$ cat src/rtl/store_monitor_pkg.sv
// Shared types and helpers for the processor store monitor.
package store_monitor_pkg;

  typedef enum logic [1:0] {
    ST_RUN     = 2'd0,
    ST_PASS    = 2'd1,
    ST_FAIL    = 2'd2,
    ST_TIMEOUT = 2'd3
  } state_t;

  localparam int DEF_ADDR_W = 32;
  localparam int DEF_DATA_W = 32;
  localparam int DEF_CYC_W  = 16;
  localparam int LOG_ENTRY_W = DEF_ADDR_W + DEF_DATA_W + DEF_CYC_W;

  function automatic int log_entry_w(input int addr_w, input int data_w, input int cyc_w);
    return addr_w + data_w + cyc_w;
  endfunction

  // Counter increment that holds at max_val instead of wrapping.
  function automatic logic [31:0] sat_inc(input logic [31:0] val, input logic [31:0] max_val);
    return (val == max_val) ? val : val + 32'd1;
  endfunction

endpackage

$ cat src/rtl/sync_fifo.sv
// First-word-fall-through FIFO with a registered head; pointers carry a wrap bit.
module sync_fifo #(
  parameter int WIDTH      = 80,
  parameter int DEPTH_LOG2 = 4
) (
  input  logic             clk,
  input  logic             reset,
  input  logic             clr,
  input  logic             push,
  input  logic [WIDTH-1:0] din,
  output logic             full,
  input  logic             pop,
  output logic [WIDTH-1:0] dout,
  output logic             empty
);

  localparam int DEPTH = 1 << DEPTH_LOG2;

  logic [WIDTH-1:0]    r_mem [DEPTH];
  logic [DEPTH_LOG2:0] r_wr_ptr;
  logic [DEPTH_LOG2:0] r_rd_ptr;
  logic [WIDTH-1:0]    r_dout;
  logic [DEPTH_LOG2:0] w_rd_nxt;
  logic                w_empty;
  logic                w_full;
  logic                w_push;
  logic                w_pop;

  assign w_empty  = (r_wr_ptr == r_rd_ptr);
  assign w_full   = (r_wr_ptr[DEPTH_LOG2] != r_rd_ptr[DEPTH_LOG2]) &&
                    (r_wr_ptr[DEPTH_LOG2-1:0] == r_rd_ptr[DEPTH_LOG2-1:0]);
  assign w_pop    = pop && !w_empty;
  // A pop in the same cycle frees the slot a full-FIFO push needs.
  assign w_push   = push && (!w_full || w_pop);
  assign w_rd_nxt = r_rd_ptr + 1'b1;

  always_ff @(posedge clk) begin
    if (w_push && !clr) begin
      r_mem[r_wr_ptr[DEPTH_LOG2-1:0]] <= din;
    end
  end

  // The head register is kept equal to the oldest entry so dout never depends on a memory read.
  always_ff @(posedge clk or negedge reset) begin
    if (!reset) begin
      r_wr_ptr <= '0;
      r_rd_ptr <= '0;
      r_dout   <= '0;
    end else if (clr) begin
      r_wr_ptr <= '0;
      r_rd_ptr <= '0;
    end else begin
      if (w_push) r_wr_ptr <= r_wr_ptr + 1'b1;
      if (w_pop)  r_rd_ptr <= w_rd_nxt;
      if (w_empty) begin
        if (w_push) r_dout <= din;
      end else if (w_pop) begin
        if (w_rd_nxt == r_wr_ptr) begin
          if (w_push) r_dout <= din;
        end else begin
          r_dout <= r_mem[w_rd_nxt[DEPTH_LOG2-1:0]];
        end
      end
    end
  end

  assign full  = w_full;
  assign empty = w_empty;
  assign dout  = r_dout;

endmodule

$ cat src/rtl/store_monitor.sv
// Watches the processor data-memory write port: pass/fail/timeout detection,
// timestamped store log and saturating store/drop counters.
module store_monitor
  import store_monitor_pkg::*;
#(
  parameter int                DATA_W         = 32,
  parameter int                ADDR_W         = 32,
  parameter int                LOG_DEPTH_LOG2 = 4,
  parameter int                CYC_W          = 16,
  parameter logic [ADDR_W-1:0] PASS_ADDR      = 32'd100,
  parameter logic [DATA_W-1:0] PASS_DATA      = 32'd25,
  parameter int                TIMEOUT        = 1000
) (
  input  logic              clk,
  input  logic              reset,
  input  logic              clear,
  input  logic              MemWrite,
  input  logic [ADDR_W-1:0] DataAdr,
  input  logic [DATA_W-1:0] WriteData,
  output logic              log_valid,
  input  logic              log_ready,
  output logic [ADDR_W-1:0] log_addr,
  output logic [DATA_W-1:0] log_data,
  output logic [CYC_W-1:0]  log_cycle,
  output logic              done,
  output logic              pass,
  output logic              fail,
  output logic              timeout,
  output logic [15:0]       store_cnt,
  output logic [7:0]        drop_cnt
);

  localparam int               ENTRY_W = log_entry_w(ADDR_W, DATA_W, CYC_W);
  localparam logic [CYC_W-1:0] CYC_LAST = CYC_W'(TIMEOUT - 1);

  state_t             r_state;
  logic [CYC_W-1:0]   r_cyc_cnt;
  logic [15:0]        r_store_cnt;
  logic [7:0]         r_drop_cnt;
  logic               r_done;
  logic               r_pass;
  logic               r_fail;
  logic               r_timeout;

  logic               w_store;
  logic               w_term;
  logic               w_full;
  logic               w_empty;
  logic               w_pop;
  logic               w_drop;
  logic [ENTRY_W-1:0] w_din;
  logic [ENTRY_W-1:0] w_dout;

  assign w_store = (r_state == ST_RUN) && MemWrite && !clear;
  assign w_term  = w_store && (DataAdr == PASS_ADDR);
  assign w_pop   = log_ready && !w_empty;
  assign w_drop  = w_store && w_full && !w_pop;
  assign w_din   = {DataAdr, WriteData, r_cyc_cnt};

  sync_fifo #(
    .WIDTH      (ENTRY_W),
    .DEPTH_LOG2 (LOG_DEPTH_LOG2)
  ) u_log_fifo (
    .clk   (clk),
    .reset (reset),
    .clr   (clear),
    .push  (w_store),
    .din   (w_din),
    .full  (w_full),
    .pop   (log_ready),
    .dout  (w_dout),
    .empty (w_empty)
  );

  always_ff @(posedge clk or negedge reset) begin
    if (!reset) begin
      r_state     <= ST_RUN;
      r_cyc_cnt   <= '0;
      r_store_cnt <= '0;
      r_drop_cnt  <= '0;
      r_done      <= 1'b0;
      r_pass      <= 1'b0;
      r_fail      <= 1'b0;
      r_timeout   <= 1'b0;
    end else if (clear) begin
      r_state     <= ST_RUN;
      r_cyc_cnt   <= '0;
      r_store_cnt <= '0;
      r_drop_cnt  <= '0;
      r_done      <= 1'b0;
      r_pass      <= 1'b0;
      r_fail      <= 1'b0;
      r_timeout   <= 1'b0;
    end else begin
      case (r_state)
        ST_RUN: begin
          r_cyc_cnt <= r_cyc_cnt + 1'b1;
          if (w_store) r_store_cnt <= 16'(sat_inc(32'(r_store_cnt), 32'h0000_FFFF));
          if (w_drop)  r_drop_cnt  <= 8'(sat_inc(32'(r_drop_cnt), 32'h0000_00FF));
          // A signature store in the watchdog's last cycle takes precedence.
          if (w_term) begin
            r_done <= 1'b1;
            if (WriteData == PASS_DATA) begin
              r_state <= ST_PASS;
              r_pass  <= 1'b1;
            end else begin
              r_state <= ST_FAIL;
              r_fail  <= 1'b1;
            end
          end else if (r_cyc_cnt == CYC_LAST) begin
            r_state   <= ST_TIMEOUT;
            r_done    <= 1'b1;
            r_timeout <= 1'b1;
          end
        end
        default: ;
      endcase
    end
  end

  assign log_valid = !w_empty;
  assign log_addr  = w_dout[ENTRY_W-1 -: ADDR_W];
  assign log_data  = w_dout[CYC_W +: DATA_W];
  assign log_cycle = w_dout[CYC_W-1:0];
  assign done      = r_done;
  assign pass      = r_pass;
  assign fail      = r_fail;
  assign timeout   = r_timeout;
  assign store_cnt = r_store_cnt;
  assign drop_cnt  = r_drop_cnt;

endmodule

$ cat config.mk
export PLATFORM = sky130hd
export DESIGN_NAME = store_monitor
export DESIGN_NICKNAME = d
export VERILOG_FILES = /design/src/rtl/store_monitor_pkg.sv /design/src/rtl/sync_fifo.sv /design/src/rtl/store_monitor.sv
export SDC_FILE = /design/constraint.sdc
export NUM_CORES = 2
export LEC_CHECK = 0
export CAP_MARGIN = 20
export CORE_AREA = 2 2 374 376
export DETAILED_ROUTE_END_ITERATION = 12
export DIE_AREA = 0 0 376 378
export PLACE_DENSITY = 0.65
export SKIP_CTS_REPAIR_TIMING = 1
export SYNTH_ARGS = -nofsm -noshare
export SYNTH_HDL_FRONTEND = slang
export SYNTH_HIERARCHICAL = 1
export SYNTH_SLANG_ARGS = --single-unit
$ cat constraint.sdc
create_clock -name clk -period 6.8 [get_ports clk]
set_clock_uncertainty 0.1 [all_clocks]
set_input_delay 1.36 -clock clk [delete_from_list [all_inputs] [get_ports clk]]
set_output_delay 1.36 -clock clk [all_outputs]
set_load 0.02 [all_outputs]
After elaboration in Yosys (flattened, before gate mapping)

Memories as Yosys holds them, arrays and structs flattened.
Index checks and enable logic that the tools add are counted.
Widths: inputs -> output; s select.

Flip-flop bits (word level): 136
Bits in writable memories: 1280
Input port bits: 69
Output and inout bits: 109
Word-level logic and storage cells: 103
Memories: 1

Memory list:

| memory           | depth | bits a word | read ports | clocked after Yosys merged registers in | write ports | RTL line        | RTL |
|---|---|---|---|---|---|---|---|
| u_log_fifo.r_mem | 16    | 80          | 1          | 0                                       | 1           | sync_fifo.sv:19 | `logic [WIDTH-1:0] r_mem [DEPTH];` |

$add $sub $neg: 5
Equality and inequality tests: 13
Muxes and demuxes: 40
Bitwise logic cells: 1
Reductions and logical operators: 32

Operators with widths:

| cell                  | number |
|---|---|
| $mux 80               | 4 |
| $mux 16               | 6 |
| $add 16x1->16 const B | 2 |
| $eq 32x5->1 const B   | 1 |
| $eq 32x7->1 const B   | 1 |
| $mux 8                | 4 |
| $mux 5                | 4 |
| $reduce_bool 2->1     | 9 |
| $mux 1                | 17 |
| $eq 16x10->1 const B  | 1 |
| $eq 16x16->1 const B  | 1 |
| $reduce_and 3->1      | 5 |
| $add 5x1->5 const B   | 2 |
| $eq 5x5->1            | 2 |
| $mux 2                | 5 |
| $logic_and 1x1->1     | 9 |
| $add 8x1->8 const B   | 1 |
| $eq 8x8->1 const B    | 1 |
| $ne 2x2->1 const B    | 4 |
| $eq 4x4->1            | 1 |
| $logic_not 1->1       | 4 |
| $reduce_and 2->1      | 2 |
| $reduce_bool 3->1     | 1 |
| $logic_not 2->1       | 1 |
| 3 further kinds       | 3 |

Longest topological paths before layout

Depth after elaboration: 9
Gate-level depth with buffers: 10

Cells and area by module

The synthesis kept the hierarchy.

Modules (own cells, without submodules):

| module        | times used | cells each | area each (um^2) | seq. area each (um^2) |
|---|---|---|---|---|
| sync_fifo     | 1          | 2140       | 52248.9          | 40689.0 |
| store_monitor | 1          | 263        | 2552.4           | 1151.1 |

Worst setup path after synthesis

OpenSTA, ideal clock, no wires.

Kind: input to register
From: input port clear
To: memory u_log_fifo.r_mem[0][0] (enable)
Setup time: 617 ps
Arrival: 7523 ps
Data required time: 6083 ps
Setup slack: -1439 ps
Stages: 5
Buffers on the path: 0
Path through: nor4b_4 nand2_1 nor2_1 nand2_1 nor3_1

Cells in the longest elaborated chain, start to end: 6

Ends and longest elaborated chain:

| item                           | RTL line                             | RTL |
|---|---|---|
| from (decl)                    | store_monitor.sv:16                  | `input logic clear,` |
| $logic_not 1->1 *              | sync_fifo.sv:38, store_monitor.sv:54 |  |
| $logic_and 1x1->1              | store_monitor.sv:54                  | `assign w_store = (r_state == ST_RUN) && MemWrite && !clear;` |
| $logic_and 1x1->1              | sync_fifo.sv:34                      | `assign w_push = push && (!w_full \|\| w_pop);` |
| $logic_and 1x1->1 *            | sync_fifo.sv:38                      | `if (w_push && !clr) begin` |
| $mux 1 *                       | sync_fifo.sv:38                      |  |
| $mux 1 (implied by the code) * | sync_fifo.sv:39                      | `r_mem[r_wr_ptr[DEPTH_LOG2-1:0]] <= din;` |
| to (decl)                      | sync_fifo.sv:19                      |  |

Mark *: on every way between the ends. The rest lies on a longest branch, timed or not.

Worst setup path in the final report

From: register u_log_fifo.r_wr_ptr[2]
To: output port log_valid

Cells in the longest elaborated chain, start to end: 2

Ends and longest elaborated chain:

| item                   | RTL line             | RTL |
|---|---|---|
| from (decl)            | sync_fifo.sv:20      | `logic [DEPTH_LOG2:0] r_wr_ptr;` |
| from (signal assigned) | sync_fifo.sv:53      | `if (w_push) r_wr_ptr <= r_wr_ptr + 1'b1;` |
| $eq 5x5->1             | sync_fifo.sv:29      | `assign w_empty = (r_wr_ptr == r_rd_ptr);` |
| named net w_empty      | store_monitor.sv:48  | `logic w_empty;` |
| $logic_not 1->1        | store_monitor.sv:121 | `assign log_valid = !w_empty;` |
| to (decl)              | store_monitor.sv:20  | `output logic log_valid,` |

The timed path passes the listed nets, and every way through them passes these cells.

==> flow_results.org <==
** Synthesis
- Yosys printed 6 warnings.
- Gate count of the mapped netlist :: ~2400
- Counting flops with a built-in enable in the synthesized netlist gives between 1000 and 1500.
- Cell taking the most area after synthesis :: sky130_fd_sc_hd__edfxtp_1
- In this run the mean area of a mapped cell was 22.8 µm².
- Counting distinct cell types in the post-synthesis netlist gives between 50 and 60.
- Among all flip-flop cells after synthesis, the most frequent one is sky130_fd_sc_hd__edfxtp_1.
- In this run, synthesis produced a sequential element count of around 1400.
- After synthesis, the cell types taking the most area are sky130_fd_sc_hd__edfxtp_1 70%, sky130_fd_sc_hd__mux4_2 16%, sky130_fd_sc_hd__dfrtp_1 6.2%, sky130_fd_sc_hd__o221a_1 1.7%, sky130_fd_sc_hd__nand2b_1 0.99%.
- Fraction of synthesized cell area taken by the top area cell type :: 70.1%
- Sequential elements use roughly 76% of the synthesized area.
- In this run the cell area of the synthesized design comes to roughly 0.055 mm².
- When the netlist entered floorplanning its net count stood at ~2500.
- After synthesis, the share of flip-flops with an asynchronous set or reset is 9.60%.

** GRT
- Number of antenna violations at the first check in global routing :: 7
- The via count of the first global-routing pass is ~27000.
- Global router's overall resource usage :: 18.0%
- Total grt overflow :: 0
- Wire length of the first global-routing pass :: roughly 190 mm
- Entering global routing, the biggest net connects ~140 pins.

** Drt
- In the final routed layout, each cell accounts on average for 27.7 µm.
- Number of vias in the routed layout :: 26101
- In this run, the number of DRC markers left after iteration 0 of detailed routing was 2404.
- In the routed layout, each cell is associated on average with a via count of roughly 5.7.
- Summed over all layers, the routed wires come to about 130 mm.
- Number of nets still failing antenna checks after routing :: 0
- For this run, design rule violations remaining after detail routing come to 0.
- 1st-pass router iterations :: 5

** STA
- Final hold violations :: 0
- Derived from the worst setup path, the maximum achievable clock frequency is 213 MHz.
- Counting I/O delays and the setup requirement, the final critical path takes roughly 4.7 ns.
- Slew of the pin with the lowest slew margin :: around 1.2 ns
- The final max-slew violation count is 0.
- Relative max-transition margin :: between 20% and 30%
- Summed over all failing endpoints, the final setup total negative slack is 0 ns.
- Setup repair after global routing missed its margin :: false
- Final worst setup slack :: 2.11 ns
- Setup violations remaining at the end of the flow were counted as 0.
- Period Utilization, post-route :: about 69%

** Worst setup path
- The critical path in this run is classified as register to primary output.
- Setup crit end kind :: primary output
- Data on the critical path is required at its endpoint by roughly 5.3 ns.
- The worst setup path is launched from a register.
- The setup check on the worst reg-to-reg path leaves a slack of 2.28 ns.
- Counting cells, the worst reg-to-reg path comes to 7.
- Critical Path Slowest Stage Cell :: sky130_fd_sc_hd__dfrtp_1
- Data arrival time of the critical path :: 3.23 ns
- The worst register-to-register path ends at u_log_fifo/dout[41]$_DFFE_PN0P_.
- Cell Chain, Critical Path :: xnor2_1 > nand4_1 > nor2_1 > inv_1 > clkdlybuf4s50_1
- Delay of the slowest cell on the worst path :: roughly 0.80 ns
- Following the worst setup path forward leads to its endpoint at log_valid.
- Maximum fanout along the worst path :: 13
- Worst setup path start :: u_log_fifo/r_wr_ptr[2]$_DFFE_PN0P_
- Reg-to-reg startpoint :: u_log_fifo/r_rd_ptr[0]$_DFFE_PN0P_

** Final layout
- Fin area :: between 0.06 and 0.07 mm²
- Area overhead of the layout relative to synthesis :: 16.0%
- At the end of the flow, the number of nets in the layout was between 2000 and 3000.
- Non-Filler Instances :: around 4600
- Share of post-route cells with drive strength above 1 :: about a quarter

** Placement
- Buffers added on ports :: about 180
- After legalization and detailed placement, the total HPWL measured ~70 mm.
- Once placement completed, the tool counted placed cells totaling between 4000 and 5000.
- Prior to clock tree synthesis, the placed netlist has a worst setup slack of 1.57 ns.
- Routability congestion estimate :: 0.751
- Once placement finished, the instance area stood at 0.0591 mm².

** Die
- Row generation in the floorplan step produced roughly 140 rows.
- Io pins :: ~180
- The floorplan step defined a die boundary enclosing between 0.1 and 0.15 mm².
- The total area inside the core boundary comes to about 0.14 mm².
- The initial utilization of the core area, before any placement, comes to roughly two fifths.
- Die boundary width :: about 380 µm
- Vertical die dimension :: approximately 380 µm

** CTS
- Number of buffers created by CTS :: 140
- The tree is rooted in a sky130_fd_sc_hd__clkbuf_16.
- The longest clock path from root to sink contains 3 buffers.
- The H-tree was split into 4 levels.
- Clock latency on the worst-skew pair, taken at its later pin, is 0.76 ns.
- Clock edge transition at the registers on the reported setup and hold paths :: 0.06 ns
- CTS tree :: built
- The tree built by TritonCTS fans out to approximately 1400 sinks.

** Power and ir drop
- For this design the static power due to leakage is ~20 nW.
- Dividing total power by cell area gives a power density of around 320 mW/mm².
- Across the VDD grid, the largest voltage drop is around 220 µV.

** Hold path
- The min-delay analysis places its worst path in the category input port to asynchronous set/reset pin.

** Status
- The flow ran to the end, and the final reports show no timing, DRC or antenna violations.

** Run
- Max capacitance violation total :: 0
[worst min path at each step]
stage | end | start | slack, ns | depth (start not counted)
4_1_cts | u_log_fifo/dout[23]$_DFFE_PN0P_ | reset | 0.39 | 1
3_3_place_gp | fail$_DFFE_PN0P_ | fail$_DFFE_PN0P_ | 0.41 | 1
6_report | u_log_fifo/dout[26]$_DFFE_PN0P_ | reset | 0.41 | 1
2_1_floorplan | u_log_fifo/r_wr_ptr[4]$_DFFE_PN0P_ | u_log_fifo/r_wr_ptr[4]$_DFFE_PN0P_ | 0.46 | 2
3_5_place_dp | fail$_DFFE_PN0P_ | fail$_DFFE_PN0P_ | 0.41 | 1
5_1_grt | u_log_fifo/dout[19]$_DFFE_PN0P_ | reset | 0.42 | 1
[final cells by class]
cell class	count	area [µm²]
Clock inverter	64	581
Fill cell	11203	74900
Antenna cell	1	2.50
Tap cell	1807	2260
Timing Repair Buffer	254	2540
Sequential cell	1416	41800
Inverter	9	33.8
Multi-Input combinational cell	853	12500
Clock buffer	187	3790
[per-layer routing]
metal  vias to the layer above  share of wire (%)  track usage, %
li1                      10753                  -               -
met1                     14154                 41            24.7
met2                      1016                 50            29.9
met3                       174                7.0            3.31
met4                         4                1.9            4.68
met5                         -              0.020               0
[report_power, final]
part / switching [W] / internal (W)
Sequential: 0.000271 / 0.00975
Combinational: 0.00152 / 0.00164
Clock: 0.00317 / 0.00427
Total: 0.00497 / 0.0157
[kinds of logic (layout without fill, tap and decap cells)]
logic type	Yosys count	in the layout	synth area share [%]
adders and majority gates	8	8	0.183
and+or+nand+nor	272	272	2.76
xor gates and xnor gates	46	46	0.749
DFF	1416	1416	76.3
muxes	408	408	16.6
other	0	1	0
buffers and inverters	134	514	1.17
AOI/OAI and AO/OA	119	119	2.19
[Yosys cell counts, drive strengths merged (2+ instances only)]
master   count
ha           8
nand2b      87
nor4        17
and3        10
a211oi       3
xor2        22
a31oi        2
buf         65
nand3       13
or3          3
and4         5
clkbuf      60
o211ai       3
nor3        13
xnor2       24
mux4       400
nor4bb       2
nor2        71
a311oi       3
and2         2
nand4       13
dfrtp      136
nor4b        3
mux2i        4
inv          9
a2111oi      2
o221a       81
nor2b        5
a21oi       12
o21ai        6
nand2       24
mux2         4
edfxtp    1280
[state kept, by name (all words and copies together) (netlist names)]
name                 cells
u_log_fifo/r_mem      1280
u_log_fifo/r_rd_ptr      5
u_log_fifo/r_wr_ptr      5
drop_cnt                 8
done                     1
r_cyc_cnt               16
timeout                  1
r_state                  2
fail                     1
pass                     1
u_log_fifo/dout         80
store_cnt               16
[stage by stage]
step | util [%] | total power (W) | hold WS (ns)
4_1_cts | 45.8 | 0.0208 | 0.392
5_1_grt | 45.9 | 0.0213 | 0.423
3_5_place_dp | 42.7 | 0.0134 | 0.409
3_3_place_gp | 42.6 | 0.0134 | 0.415
6_report | 45.9 | 0.0206 | 0.414
2_1_floorplan | - | 0.0121 | 0.461
[worst max-delay path: cells and delay by family, from the launching register on]
family | cells | cell delay [ns]
XOR/XNOR | 1 | 0.22
buffers and inverters | 2 | 0.79
flip-flops | 1 | 0.80
AND/OR/NAND/NOR | 2 | 0.66
[cell usage in the layout, fill, tap and decap left out, drive strengths merged, types with 22 or more instances in the layout]
cell type,instances
nand2b,87
clkdlybuf4s50,175
xnor2,24
xor2,22
nand2,24
buf,78
edfxtp,1280
mux4,400
dfrtp,136
clkinv,47
nor2,71
clkbuf,188
o221a,81
(Power assumes the default switching activity.)
==> variant 1 (same flow settings) <==
`LOG_DEPTH_LOG2`: 4 -> 3.
--- a/src/rtl/store_monitor.sv
+++ b/src/rtl/store_monitor.sv
@@ -5,7 +5,7 @@
 #(
   parameter int                DATA_W         = 32,
   parameter int                ADDR_W         = 32,
-  parameter int                LOG_DEPTH_LOG2 = 4,
+  parameter int                LOG_DEPTH_LOG2 = 3,
   parameter int                CYC_W          = 16,
   parameter logic [ADDR_W-1:0] PASS_ADDR      = 32'd100,
   parameter logic [DATA_W-1:0] PASS_DATA      = 32'd25,
Function: not settled (the Yosys comparison gave no result); the edit may change what the design does.
==> variant 1 against the unedited design <==
  * Maximum frequency increased by 7.1%
  * Hold slack improved by 0.0078 ns
  * Worst setup slack improved by 0.31 ns
  * Largest cell class unchanged
  * Routed wire length decreased by 30%
  * Largest power group unchanged
  * Critical path depth increased by 3
  * Area after synthesis decreased by 38%
  * Cell count decreased by 7.1%
  * Total power decreased by 37%
  * Cell area decreased by 37%
  * Sequential cell count decreased by 642
  * Synthesized cell count decreased by 5.4%
==> variant 1: results (changes against the unedited design) <==
[status]
status = complete, no violations

[timing]
layout_worst_path_cycle_share = 0.644  ; -0.0458
hold_ws_ns = 0.422  ; +0.00779 ns
worstMarginPinSlew_ns = 1.04  ; -0.117 ns

[synth]
yosysUniqueCellTypes = 63  ; +6.8%
ys_async_sr_fraction = 0.173  ; +0.0771
yosys_warnings = 6  ; unchanged
synth_cells = 2274  ; -5.4%
synthTopCellsByArea = edfxtp_1 (57%), dfrtp_1 (9.9%), mux2i_1 (7.2%), a2111oi_0 (4.2%), a2bb2oi_2 (3.6%)
ys_top_cells_by_count = edfxtp_1 (640), mux2i_1 (244), and3_1 (169)
synthFlopType = edfxtp_1
seq_area_frac_synth = 0.668  ; -0.0951
synth_edf_count = 640  ; -50%

[critical_path]
rrSetupSlack_ns = 2.42  ; +0.14 ns
path_class = flip-flop to flip-flop
path_max_fanout = 79  ; +66
cp_data_arrival_time_ns = 4.76  ; +1.53 ns
r2r_start = u_log_fifo/r_rd_ptr[0]

[placement]
place_congestion = 0.745  ; -0.79%
numPortBuffers = 177  ; unchanged
dpl_cell_area_mm2 = 0.0374  ; -37%
hpwl_um = 49600  ; -28%
dpl.cell_count = 4108  ; -5.2%
dp_slack_ns = 1.99  ; +0.417 ns

[min_path]
hp-class = flip-flop to flip-flop
hp-start = pass

[final_layout]
fillers = 13800  ; +23%
drive_gt1_frac = 0.112  ; -0.143
syn2layout_area_growth_pct = 18.5
fin_nets = 2461  ; -11%
largest_reg_flops = 640  ; -50%
fin_cells = 4263  ; -7.1%

[clocking]
htree_levels = 3  ; -1
cts-root-buf = clkbuf_16
clock_latency_ns = 0.65  ; -0.11 ns
clk_pin_slew_worst_paths_ns = 0.06  ; about the same
cts_buffers = 84  ; -40%
ctsLongestPathBuffers = 3  ; unchanged

[global_routing]
grt_pass1_vias = 20000  ; -27%
grt_use_total = 0.123  ; -0.0576
antenna_found_initial = 5  ; -2
grt_overflow = 0  ; unchanged
grt_max_degree = 161  ; +14%
grt_pass1_wl_um = 133000  ; -29%

[power_and_ir_drop]
cellLeakagePower_uw = 0.0137  ; -31%
peakVddDrop_mv = 0.197  ; -10%

[drt]
first_pass_iters = 5  ; unchanged
routed_wl_um = 89500  ; -30%
vias_per_cell = 4.71  ; -17%
drtIter0Drc = 1566  ; -35%

variant 1: kinds of logic (layout without fill, tap and decap cells):
logic type,Yosys count,in the layout,share of synthesized area
other,0,1,0
multiplexers,248,248,0.0737
adder cells (fa/ha/maj),5,5,0.00185
flip-flops,774,774,0.668
AO/OA/AOI/OAI,358,358,0.104
buffers and inverters,280,461,0.0385
XOR/XNOR,42,42,0.0122
AND/OR/NAND/NOR,567,567,0.102
variant 1: critical path: stages (launching register included):
cell	delay, ns
dfrtp_4	0.95
ha_4	0.86
xnor2_1	0.22
nand4b_1	0.15
a22oi_2	0.23
buf_4	0.76
a21boi_4	0.12
buf_4	0.45
a2bb2oi_2	0.26
variant 1: final cells by class:
| class | instances | area share |
|---|---|---|
| sequential | 774 | 0.564 |
| multi-input combinational | 1220 | 0.251 |
| tap | 1807 | 0.0565 |
| clock buffer | 108 | 0.0563 |
| timing repair buffer | 217 | 0.0538 |
| clock inverter | 46 | 0.00988 |
| inverter | 90 | 0.00844 |
| antenna | 1 | 0.0000625 |
variant 1: final timing paths:
path,endpoint,cells past startpoint
worst max-delay path,u_log_fifo/dout[25],8
worst min-delay path,pass,2
worst max register to register,u_log_fifo/dout[25],8
worst min register to register,pass,2
max in group asynchronous,u_log_fifo/r_rd_ptr[0],2
min in group asynchronous,u_log_fifo/dout[7],1
variant 1: metal layers:
layer  part of all wire  track usage  vias up
li1                   -            -     9131
met1               0.47        0.172    10300
met5            0.00066            0        -
met2               0.45        0.190      524
met3              0.061       0.0299      117
met4              0.018       0.0294       10
variant 1: where the power goes:
part / internal, uW / switching [uW] / leakage, uW
Combinational: 1290 / 1610 / 0.00496
Sequential: 5390 / 253 / 0.00743
Clock: 2440 / 1930 / 0.00127
==> variant 2 (same settings) <==
Made on the original files. Put one more register stage on the output `store_cnt`. The value now appears one clock later. The other outputs are not delayed to match.
--- a/src/rtl/store_monitor.sv
+++ b/src/rtl/store_monitor.sv
@@ -126,7 +126,9 @@
   assign pass      = r_pass;
   assign fail      = r_fail;
   assign timeout   = r_timeout;
-  assign store_cnt = r_store_cnt;
+  always_ff @(posedge clk) begin
+    store_cnt <= r_store_cnt;
+  end
   assign drop_cnt  = r_drop_cnt;
 
 endmodule
Check against the original RTL: not equivalent (Yosys sat finds a counterexample within 4 cycles, from zero or initial values and one cycle with reset low).
==> variant 2 against the unedited design <==
  * First-iteration DRC count fell by 1.2%
  * Sequential share of layout area fell by 0.13 points
  * Routed wire length fell by 0.91%
  * Sequential cell count rose by 16
  * Synthesized cell count rose by 0.58%
  * Global-route usage fell by 0.22 points
  * Total power rose by 2.7%
  * Cell area rose by 0.97%
  * Worst setup slack got worse by 0.14 ns
  * Hold slack got worse by 0.092 ns
  * Critical endpoint unchanged
  * Area after synthesis rose by 0.51%
  * Maximum frequency fell by 3.0%
  * Critical path depth did not move
==> variant 2: results (changes against the unedited design) <==
[drt]
route.met2.wl_um = 64000  ; +0.33%
routed_wl_um = 126000  ; -0.91%
first_pass_iters = 5  ; unchanged
vias_per_cell = 5.65  ; -0.65%
wl_met1_um = 51300  ; -1.5%
drtIter0Drc = 2376  ; -1.2%
met3WireLength_um = 7680  ; -14%

[clocking]
cts-root-buf = clkbuf_16
clk_pin_slew_worst_paths_ns = 0.06  ; about the same
clock_latency_ns = 0.76  ; about the same
htree_levels = 4  ; unchanged
cts_buffers = 146  ; +4.3%

[critical_path]
path_max_fanout = 39  ; +26
cp_slowest_cell = dfrtp_4
path_class = flip-flop to output pin
rrSetupSlack_ns = 2.58  ; +0.30 ns
r2r_start = u_log_fifo/r_rd_ptr[0]
cp_data_arrival_time_ns = 3.37  ; +0.14 ns
worstReg2RegEnd = u_log_fifo/dout[35]
crit_path_max_incr_delay_ns = 0.93  ; +0.13 ns
cpLargestDelayFamily = flip-flops

[timing]
hold_ws_ns = 0.322  ; -0.0923 ns
layout_worst_path_cycle_share = 0.711  ; +0.0211
worstMarginPinSlew_ns = 1.30  ; +0.136 ns

[synth]
syn_nets = 2494  ; +0.56%
seq_area_frac_synth = 0.765  ; +0.00195
synthTopCellsByArea = edfxtp_1 (70%), mux4_2 (16%), dfrtp_1 (6.2%), o221a_1 (1.7%), nand2b_1 (1.0%)
ys_top_cells_by_count = edfxtp_1 (1280), mux4_2 (400), dfrtp_1 (136)
yosysUniqueCellTypes = 52  ; -12%
ys_async_sr_fraction = 0.0950  ; -0.00107
yosys_warnings = 6  ; unchanged
synth.avg_cell_area_um2 = 22.8  ; about the same

[placement]
dpl.cell_count = 4336  ; +0.023%
dp_slack_ns = 1.98  ; +0.413 ns
dpl_cell_area_mm2 = 0.0593  ; +0.41%
place_congestion = 0.751  ; about the same
hpwl_um = 67800  ; -1.5%

[global_routing]
grt_pass1_vias = 27600  ; +0.83%
grt_max_degree = 165  ; +17%
use_met1 = 0.237  ; -0.0100
antenna_found_initial = 8  ; +1
grt_pass1_wl_um = 186000  ; -0.97%
grt_util_met3 = 0.0331  ; unchanged
grt_util_met2 = 0.299  ; -0.000696
grt_use_total = 0.178  ; -0.00219

[min_path]
hold_end = store_cnt[13]
hp-class = flip-flop to flip-flop
hp-start = r_store_cnt[13]

[status]
status = complete, no violations

[power_and_ir_drop]
power_frac_seq = 0.478  ; -0.008
peakVddDrop_mv = 0.252  ; +15%
internal_power_uw = 16100  ; +3.0%
pg_comb_uw = 3110  ; -2%
cellLeakagePower_uw = 0.0199  ; +0.94%
switching_share = 0.238  ; -0.00276

[final_layout]
fin_cells = 4606  ; +0.33%
fin_nets = 2756  ; +0.18%
drive_gt1_frac = 0.257  ; +0.00185

-- variant 2: worst register-to-register path, cell delays in order (launching register included) --
cell	delay, ns
dfrtp_4	0.93
buf_4	0.88
buf_4	0.47
buf_16	0.34
mux4_2	0.61
mux4_2	0.48
nand2b_1	0.15
o221a_1	0.14
-- variant 2: area by class of cell --
class                           instances  area (um2)
Fill cell                           11200       74300
Sequential cell                      1432       42200
Multi-Input combinational cell        847       12500
Clock buffer                          194        4070
Timing Repair Buffer                  241        2460
Tap cell                             1807        2260
Clock inverter                         73         724
Inverter                               11        41.3
Antenna cell                            1        2.50
-- variant 2: kinds of logic after synthesis --
kind of cell	count (synthesis)	synth area share
multiplexers	406	0.165
flip-flops	1432	0.765
buffers and inverters	138	0.0121
AND/OR/NAND/NOR	268	0.0273
adder cells (fa/ha/maj)	8	0.00182
XOR/XNOR	42	0.00681
AO/OA/AOI/OAI	123	0.0218
